## src/rtl/rv_pkg.sv

```systemverilog
// Shared fetch/decode constants: canonical NOP encoding and default datapath widths.
package rv_pkg;
  localparam int          RV_ADDRESS_BITS = 16;
  localparam int          RV_DATA_WIDTH   = 32;
  localparam logic [31:0] NOP             = 32'h0000_0013;  // addi x0,x0,0
endpackage

```

## src/rtl/ibuf_storage.sv

```systemverilog
// Entry array for the instruction buffer: one synchronous write port, one combinational read port.
module ibuf_storage #(
  parameter int WIDTH = 48,
  parameter int DEPTH = 4,
  parameter int PW    = $clog2(DEPTH)
) (
  input  logic             clock,
  input  logic             we_i,
  input  logic [PW-1:0]    waddr_i,
  input  logic [WIDTH-1:0] wdata_i,
  input  logic [PW-1:0]    raddr_i,
  output logic [WIDTH-1:0] rdata_o
);
  // Contents are deliberately not reset; occupancy is tracked by the owner.
  logic [DEPTH-1:0][WIDTH-1:0] mem_q;

  always_ff @(posedge clock) begin
    if (we_i) mem_q[waddr_i] <= wdata_i;
  end

  assign rdata_o = mem_q[raddr_i];
endmodule

```

## src/rtl/instruction_buffer.sv

```systemverilog
// Fetch-to-decode decoupling FIFO of {PC, instruction} pairs with first-word-fall-through head.
module instruction_buffer
  import rv_pkg::*;
#(
  parameter int ADDRESS_BITS = RV_ADDRESS_BITS,
  parameter int DATA_WIDTH   = RV_DATA_WIDTH,
  parameter int DEPTH        = 4
) (
  input  logic                       clock,
  input  logic                       reset,
  input  logic                       flush,
  input  logic                       in_valid,
  input  logic [ADDRESS_BITS-1:0]    in_pc,
  input  logic [DATA_WIDTH-1:0]      in_instruction,
  output logic                       in_ready,
  output logic                       out_valid,
  output logic [ADDRESS_BITS-1:0]    out_pc,
  output logic [DATA_WIDTH-1:0]      out_instruction,
  input  logic                       out_ready,
  output logic [$clog2(DEPTH):0]     count
);
  localparam int PW = $clog2(DEPTH);
  localparam int CW = PW + 1;
  localparam int EW = ADDRESS_BITS + DATA_WIDTH;

  logic [PW-1:0]             wr_ptr_q, wr_ptr_d, rd_ptr_q, rd_ptr_d;
  logic [CW-1:0]             count_q, count_d;
  logic                      push, pop;
  logic [EW-1:0]             head;
  logic [ADDRESS_BITS-1:0]   head_pc;
  logic [DATA_WIDTH-1:0]     head_ins;

  // in_ready depends on occupancy only, so a full buffer never accepts even when popping.
  assign in_ready  = (count_q != CW'(DEPTH));
  assign out_valid = (count_q != '0);
  assign push      = in_valid & in_ready;
  assign pop       = out_valid & out_ready;
  assign count     = count_q;

  always_comb begin
    wr_ptr_d = wr_ptr_q;
    rd_ptr_d = rd_ptr_q;
    count_d  = count_q;
    if (flush) begin
      wr_ptr_d = '0;
      rd_ptr_d = '0;
      count_d  = '0;
    end else begin
      if (push) wr_ptr_d = wr_ptr_q + PW'(1);
      if (pop)  rd_ptr_d = rd_ptr_q + PW'(1);
      case ({push, pop})
        2'b10:   count_d = count_q + CW'(1);
        2'b01:   count_d = count_q - CW'(1);
        default: count_d = count_q;
      endcase
    end
  end

  always_ff @(posedge clock or negedge reset) begin
    if (!reset) begin
      wr_ptr_q <= '0;
      rd_ptr_q <= '0;
      count_q  <= '0;
    end else begin
      wr_ptr_q <= wr_ptr_d;
      rd_ptr_q <= rd_ptr_d;
      count_q  <= count_d;
    end
  end

  // A flushed push is never written, keeping storage writes aligned with pointer moves.
  ibuf_storage #(.WIDTH(EW), .DEPTH(DEPTH), .PW(PW)) u_storage (
    .clock   (clock),
    .we_i    (push & ~flush),
    .waddr_i (wr_ptr_q),
    .wdata_i ({in_pc, in_instruction}),
    .raddr_i (rd_ptr_q),
    .rdata_o (head)
  );

  assign {head_pc, head_ins} = head;
  assign out_pc          = out_valid ? head_pc  : '0;
  assign out_instruction = out_valid ? head_ins : DATA_WIDTH'(NOP);
endmodule

```

## config.mk

```make
export PLATFORM = sky130hd
export DESIGN_NAME = instruction_buffer
export DESIGN_NICKNAME = d
export VERILOG_FILES = /design/src/rtl/rv_pkg.sv /design/src/rtl/ibuf_storage.sv /design/src/rtl/instruction_buffer.sv
export SDC_FILE = /design/constraint.sdc
export NUM_CORES = 1
export LEC_CHECK = 0
export CORE_ASPECT_RATIO = 1.1
export CORE_MARGIN = 1.5
export CORE_UTILIZATION = 55
export DETAILED_ROUTE_END_ITERATION = 7
export PLACE_DENSITY_LB_ADDON = 0.15
export SETUP_SLACK_MARGIN = 0.05
export SLEW_MARGIN = 20
export SYNTH_ARGS = -nofsm -noshare
export SYNTH_HDL_FRONTEND = slang
export SYNTH_SLANG_ARGS = --single-unit
export TNS_END_PERCENT = 50
```

## constraint.sdc

```tcl
create_clock -name clock -period 3 [get_ports clock]
set_clock_uncertainty 0.05 [all_clocks]
set_input_delay 0.6 -clock clock [delete_from_list [all_inputs] [get_ports clock]]
set_output_delay 0.6 -clock clock [all_outputs]
set_load 0.005 [all_outputs]
```

# --- After elaboration in Yosys (flattened, before gate mapping) ---
# Cells that the tools add are included.
op_classes:
  addsub: 4
  magnitude_cmp: 3
  eq_ne: 3
  n_mux: 13
  bitwise: 4
  reduce_logical: 5
ops:
  columns: ["cell", "n"]
  rows:
  - ["$bwmux W192", 1]
  - ["$bmux W48 S2", 1]
  - ["$demux W48 S2", 1]
  - ["$mux W48", 2]
  - ["$mux W32", 1]
  - ["$mux W16", 1]
  - ["$mux W2", 4]
  - ["$lt A2 B3 Y1 const B", 2]
  - ["$pmux W3 S2", 1]
  - ["$reduce_bool A3 Y1", 2]
  - ["$add A2 B1 Y2 const B", 2]
  - ["$reduce_bool A2 Y1", 2]
  - ["$add A3 B1 Y3 const B", 1]
  - ["$and A1 B1 Y1", 3]
  - ["$mux W3", 1]
  - ["$ne A3 B3 Y1 const B", 1]
  - ["$sub A3 B1 Y3 const B", 1]
  - ["$eq A2 B1 Y1 const B", 1]
  - ["$eq A2 B2 Y1 const B", 1]
  - ["$ge A2 B1 Y1 const B", 1]
  - ["$logic_and A1 B1 Y1", 1]
  - ["$not A1 Y1", 1]
word_totals:
  ff_bits: 199
  in_bits: 53
  out_inout_bits: 53
  elab_cells: 39

# --- Depth between registers and ports, before layout ---
logic_depth:
  depth_word: 5
  mapped_depth: 8
  ltp_nobuf: 7

# --- Hierarchy ---
# Synthesis repeated with hierarchy kept, for this count alone.
hier_totals:
  cells_unflattened: 364
  area_unflattened_um2: 7780.0
by_module_without_submodules:
  columns: ["mod", "n_inst", "cells_each", "area_per_inst_um2", "seq_area_each_um2"]
  rows:
  - ["ibuf_storage", 1, 254, 6949.2, 5765.5]
  - ["instruction_buffer", 1, 110, 830.8, 175.2]

# --- Worst setup path after synthesis ---
# No wires, ideal clock.
synth_path:
  path_kind: "reg-to-reg"
  startpoint: "register count_q[0] (netlist: count[0])"
  endpoint: "register u_storage.mem_q[0] (netlist bit), enable pin"
  setup_time_ns: 0.411
  arrival_time_ns: 2.189
  required_time_ns: 2.539
  path_slack_ns: 0.350
  path_stages_with_launch: 6
  path_buffers: 1
  synth_period_minus_slack_ns: 2.650
  path_cell_list: "dfrtp_1 -> buf_2 -> or3b_4 -> nand2_2 -> nor2_1 -> and2_1"
synth_between:
  elab_chain_len: 3
synth_lines:
  columns: ["item", "line", "source"]
  rows:
  - ["start, declared", "instruction_buffer.sv:27", "logic [CW-1:0] count_q, count_d;"]
  - ["start signal, assigned", "instruction_buffer.sv:67", "count_q <= count_d;"]
  - ["$ne A3 B3 Y1", "instruction_buffer.sv:34", "assign in_ready = (count_q != CW'(DEPTH));"]
  - ["named net in_ready", "instruction_buffer.sv:15", "output logic in_ready,"]
  - ["$and A1 B1 Y1", "instruction_buffer.sv:36", "assign push = in_valid & in_ready;"]
  - ["$and A1 B1 Y1", "instruction_buffer.sv:74", ".we_i (push & ~flush),"]
  - ["end signal, assigned by index", "ibuf_storage.sv:18", "if (we_i) mem_q[waddr_i] <= wdata_i;"]
  - ["end, declared", "ibuf_storage.sv:15", "logic [DEPTH-1:0][WIDTH-1:0] mem_q;"]
# The timed path passes the listed nets, and every way through them passes these cells.
# A chain may end at the register's enable or synchronous reset.

# --- Final worst setup path ---
layout_path:
  startpoint: "register rd_ptr_q[0]"
  endpoint: "output out_instruction[14]"
layout_between:
  elab_chain_len: 3
layout_lines:
  columns: ["item", "line", "source"]
  rows:
  - ["start, declared", "instruction_buffer.sv:26", "logic [PW-1:0] wr_ptr_q, wr_ptr_d, rd_ptr_q, rd_ptr_d;"]
  - ["start signal, assigned", "instruction_buffer.sv:66", "rd_ptr_q <= rd_ptr_d;"]
  - ["$bmux W48 S2", "ibuf_storage.sv:21", "assign rdata_o = mem_q[raddr_i];"]
  - ["$mux W48 (implied by the code)", "ibuf_storage.sv:21", null]
  - ["$mux W32", "instruction_buffer.sv:83", "assign out_instruction = out_valid ? head_ins : DATA_WIDTH'(NOP);"]
  - ["end, declared", "instruction_buffer.sv:18", "output logic [DATA_WIDTH-1:0] out_instruction,"]
# Every way passes these cells. The select of a mux whose other input is x is not followed.

==> flow_metrics.env <==
export IMPL_place_area_mm2=0.00932
export IMPL_yosysTopAreaCell="edfxtp_1"
export IMPL_leakagePower_uw=0.00392
export IMPL_synth_area_leaders="edfxtp_1 (72%), mux4_1 (11%), mux4_2 (4.5%)"
export IMPL_async_flop_share=0.0352
export IMPL_nets=573
export IMPL_yosysTopAreaCellShare=0.723
export IMPL_antenna_found_initial=0
export IMPL_hold_path_class="input pin to async pin"
export IMPL_routedWlPerCell_um=21.5
export IMPL_period_share=0.975
export IMPL_fill_cells=900
export IMPL_drc=0
export IMPL_cp_required_ps=2350
export IMPL_cts_buffers=17
export IMPL_path_class="register to output pin"
export IMPL_fin_tns_setup_ps=0
export IMPL_grt_pass1_vias=4051
export IMPL_ios=106
export IMPL_multiInputGateArea_mm2=0.00183
export IMPL_ys_seq_area_frac=0.745
export IMPL_ys_flop_type="edfxtp_1"
export IMPL_synthCells=372
export IMPL_yosysWarnings=0
export IMPL_first_iter_violations=270
export IMPL_synth_area_mm2=0.00797
export IMPL_grtUsageTotal=0.205
export IMPL_pre_cts_ws_ps=337
export IMPL_synth_nets=430
export IMPL_setup_violations=0
export IMPL_maxCapViolations=0
export IMPL_drt_pass1_iter_count=4
export IMPL_final_cell_mix="edfxtp_1 (192), clkdlybuf4s50_1 (59), and2_1 (46)"
export IMPL_vias=4053
export IMPL_viasPerCell=5.67
export IMPL_portBuffers=105
export IMPL_antenna_cells=0
export IMPL_drtAntennaViolNets=0
export IMPL_r2r_slack_ps=820
export IMPL_hold_buffers=0
export IMPL_cts_sinks=199
export IMPL_htreeDepth=4
export IMPL_rows=45
export IMPL_gr_total_overflow=0
export IMPL_vdd_ir_drop_max_v=0.000424
export IMPL_postLayoutSetupSlackWorst_ps=74.6
export IMPL_grt_pass1_wl_um=22700
export IMPL_final_area_mm2=0.0103
export IMPL_outcome="completed"
export IMPL_syn_avg_cell_area_um2=21.4
export IMPL_clkTransAtPathRegs_ps=70
export IMPL_synth_distinct_cells=37
export IMPL_die_w_um=118
export IMPL_drive_gt1_frac=0.194
export IMPL_cts_tree="built"
export IMPL_dp_hpwl_um=8530
export IMPL_area_delta_synth_final_pct=29.1
export IMPL_fin_util=0.737
export IMPL_cp_max_fo=5
export IMPL_rsz0062_at_grt="true"
export IMPL_cp_arrival_ps=2280
export IMPL_drv_slew=0
export IMPL_cts_root_buf="clkbuf_16"
export IMPL_finalCriticalPeriod_ps=2930
export IMPL_finalHoldViolations=0
export IMPL_initial_core_util=0.571
export IMPL_tightestPinTransition_ps=428
export IMPL_max_freq_mhz=342
export IMPL_cts_buffer_depth=2
export IMPL_grt_max_degree=37
export IMPL_die_h_um=129
export IMPL_wl_um=15400
export IMPL_core_area_mm2=0.0140
export IMPL_critPathCaptureType="output pin"
export IMPL_seq_area_mm2=0.00595
export IMPL_final_common_cell="edfxtp_1"
export IMPL_slew_headroom=0.715
export IMPL_die_area_mm2=0.0152
export IMPL_synth_seq_cells=199
export IMPL_powerDensity_mw_per_mm2=640
export IMPL_gp_congestion=0.749
export IMPL_worstSkewPairLatency_ps=420
export IMPL_start_kind="register"
export IMPL_synth_edf_count=192
[worst paths after layout]
kind / startpoint / end / cells past startpoint
max in group asynchronous: reset / rd_ptr_q[0]$_DFFE_PN0P_ / 1
worst min register to register: wr_ptr_q[1]$_DFFE_PN0P_ / wr_ptr_q[1]$_DFFE_PN0P_ / 2
worst max register to register: count[2]$_DFFE_PN0P_ / count[1]$_DFFE_PN0P_ / 7
min in group clock: wr_ptr_q[1]$_DFFE_PN0P_ / wr_ptr_q[1]$_DFFE_PN0P_ / 2
worst max-delay path: rd_ptr_q[0]$_DFFE_PN0P_ / out_instruction[14] / 5
worst min-delay path: reset / wr_ptr_q[0]$_DFFE_PN0P_ / 1
[Yosys cell counts, drive strengths merged, types with 2 or more instances]
library cell  count
a21oi             3
clkbuf            8
edfxtp          192
o21ai             2
o22ai             2
ha                4
buf              14
nand2             8
xor2              3
mux4             48
inv               4
nor2              6
and2             50
nand3             3
or2               3
dfrtp             7
[power breakdown]
part	switching [uW]	internal, uW
combinational	453	659
clock	906	1380
sequential	36.7	3150
total	1400	5200
[registers in the layout, summed over array words and instances, names as in the netlist]
name / count
wr_ptr_q: 2
rd_ptr_q: 2
u_storage.mem_q: 192
count: 3
[through the flow]
step	hold slack (ps)	power (uW)	std cells
floorplan	254	3730	372
global placement	513	4170	660
detailed placement	521	4200	660
CTS	401	6580	704
global route	414	6810	715
finish	408	6590	715
[per-layer routing]
layer,vias to the layer above,GRT usage,wire length [um]
li1,1804,-,-
met1,2110,0.265,6400
met2,126,0.346,8000
met3,13,0.0546,781
met4,0,0.0689,180
met5,-,0,0
[worst max-delay path, cell delays in order, from the launching register on]
cell	delay, ps
dfrtp_4	470
buf_8	150
buf_16	140
mux4_2	490
and2_1	160
clkdlybuf4s50_1	440
[cells by family (layout without fill, tap and decap cells)]
group,after synthesis,in the layout,share of synthesized area
DFF,199,199,0.745
and+or+nand+nor,76,76,0.0571
muxes,48,48,0.151
buffers and inverters,26,181,0.0212
AOI/OAI and AO/OA,14,14,0.0126
adders and majority gates,5,5,0.00879
xor gates and xnor gates,4,4,0.00440
[what timing repair did]
| action | 4_1_cts | 5_1_grt |
|---|---|---|
| gates resized for setup | 24 | 47 |
| pin swaps | 1 | 1 |
| buffers inserted | 9 | 9 |
| gates cloned | 4 | 2 |
| endpoints found under the setup margin | 49 | 34 |
[cell type report]
| class | instances | share of cell area |
|---|---|---|
| sequential | 199 | 0.578 |
| multi-input combinational | 147 | 0.178 |
| timing repair buffer | 146 | 0.162 |
| clock buffer | 21 | 0.0428 |
| tap | 188 | 0.0228 |
| clock inverter | 10 | 0.0148 |
| inverter | 4 | 0.00182 |
Note: power is estimated with default switching activity, not from simulation.
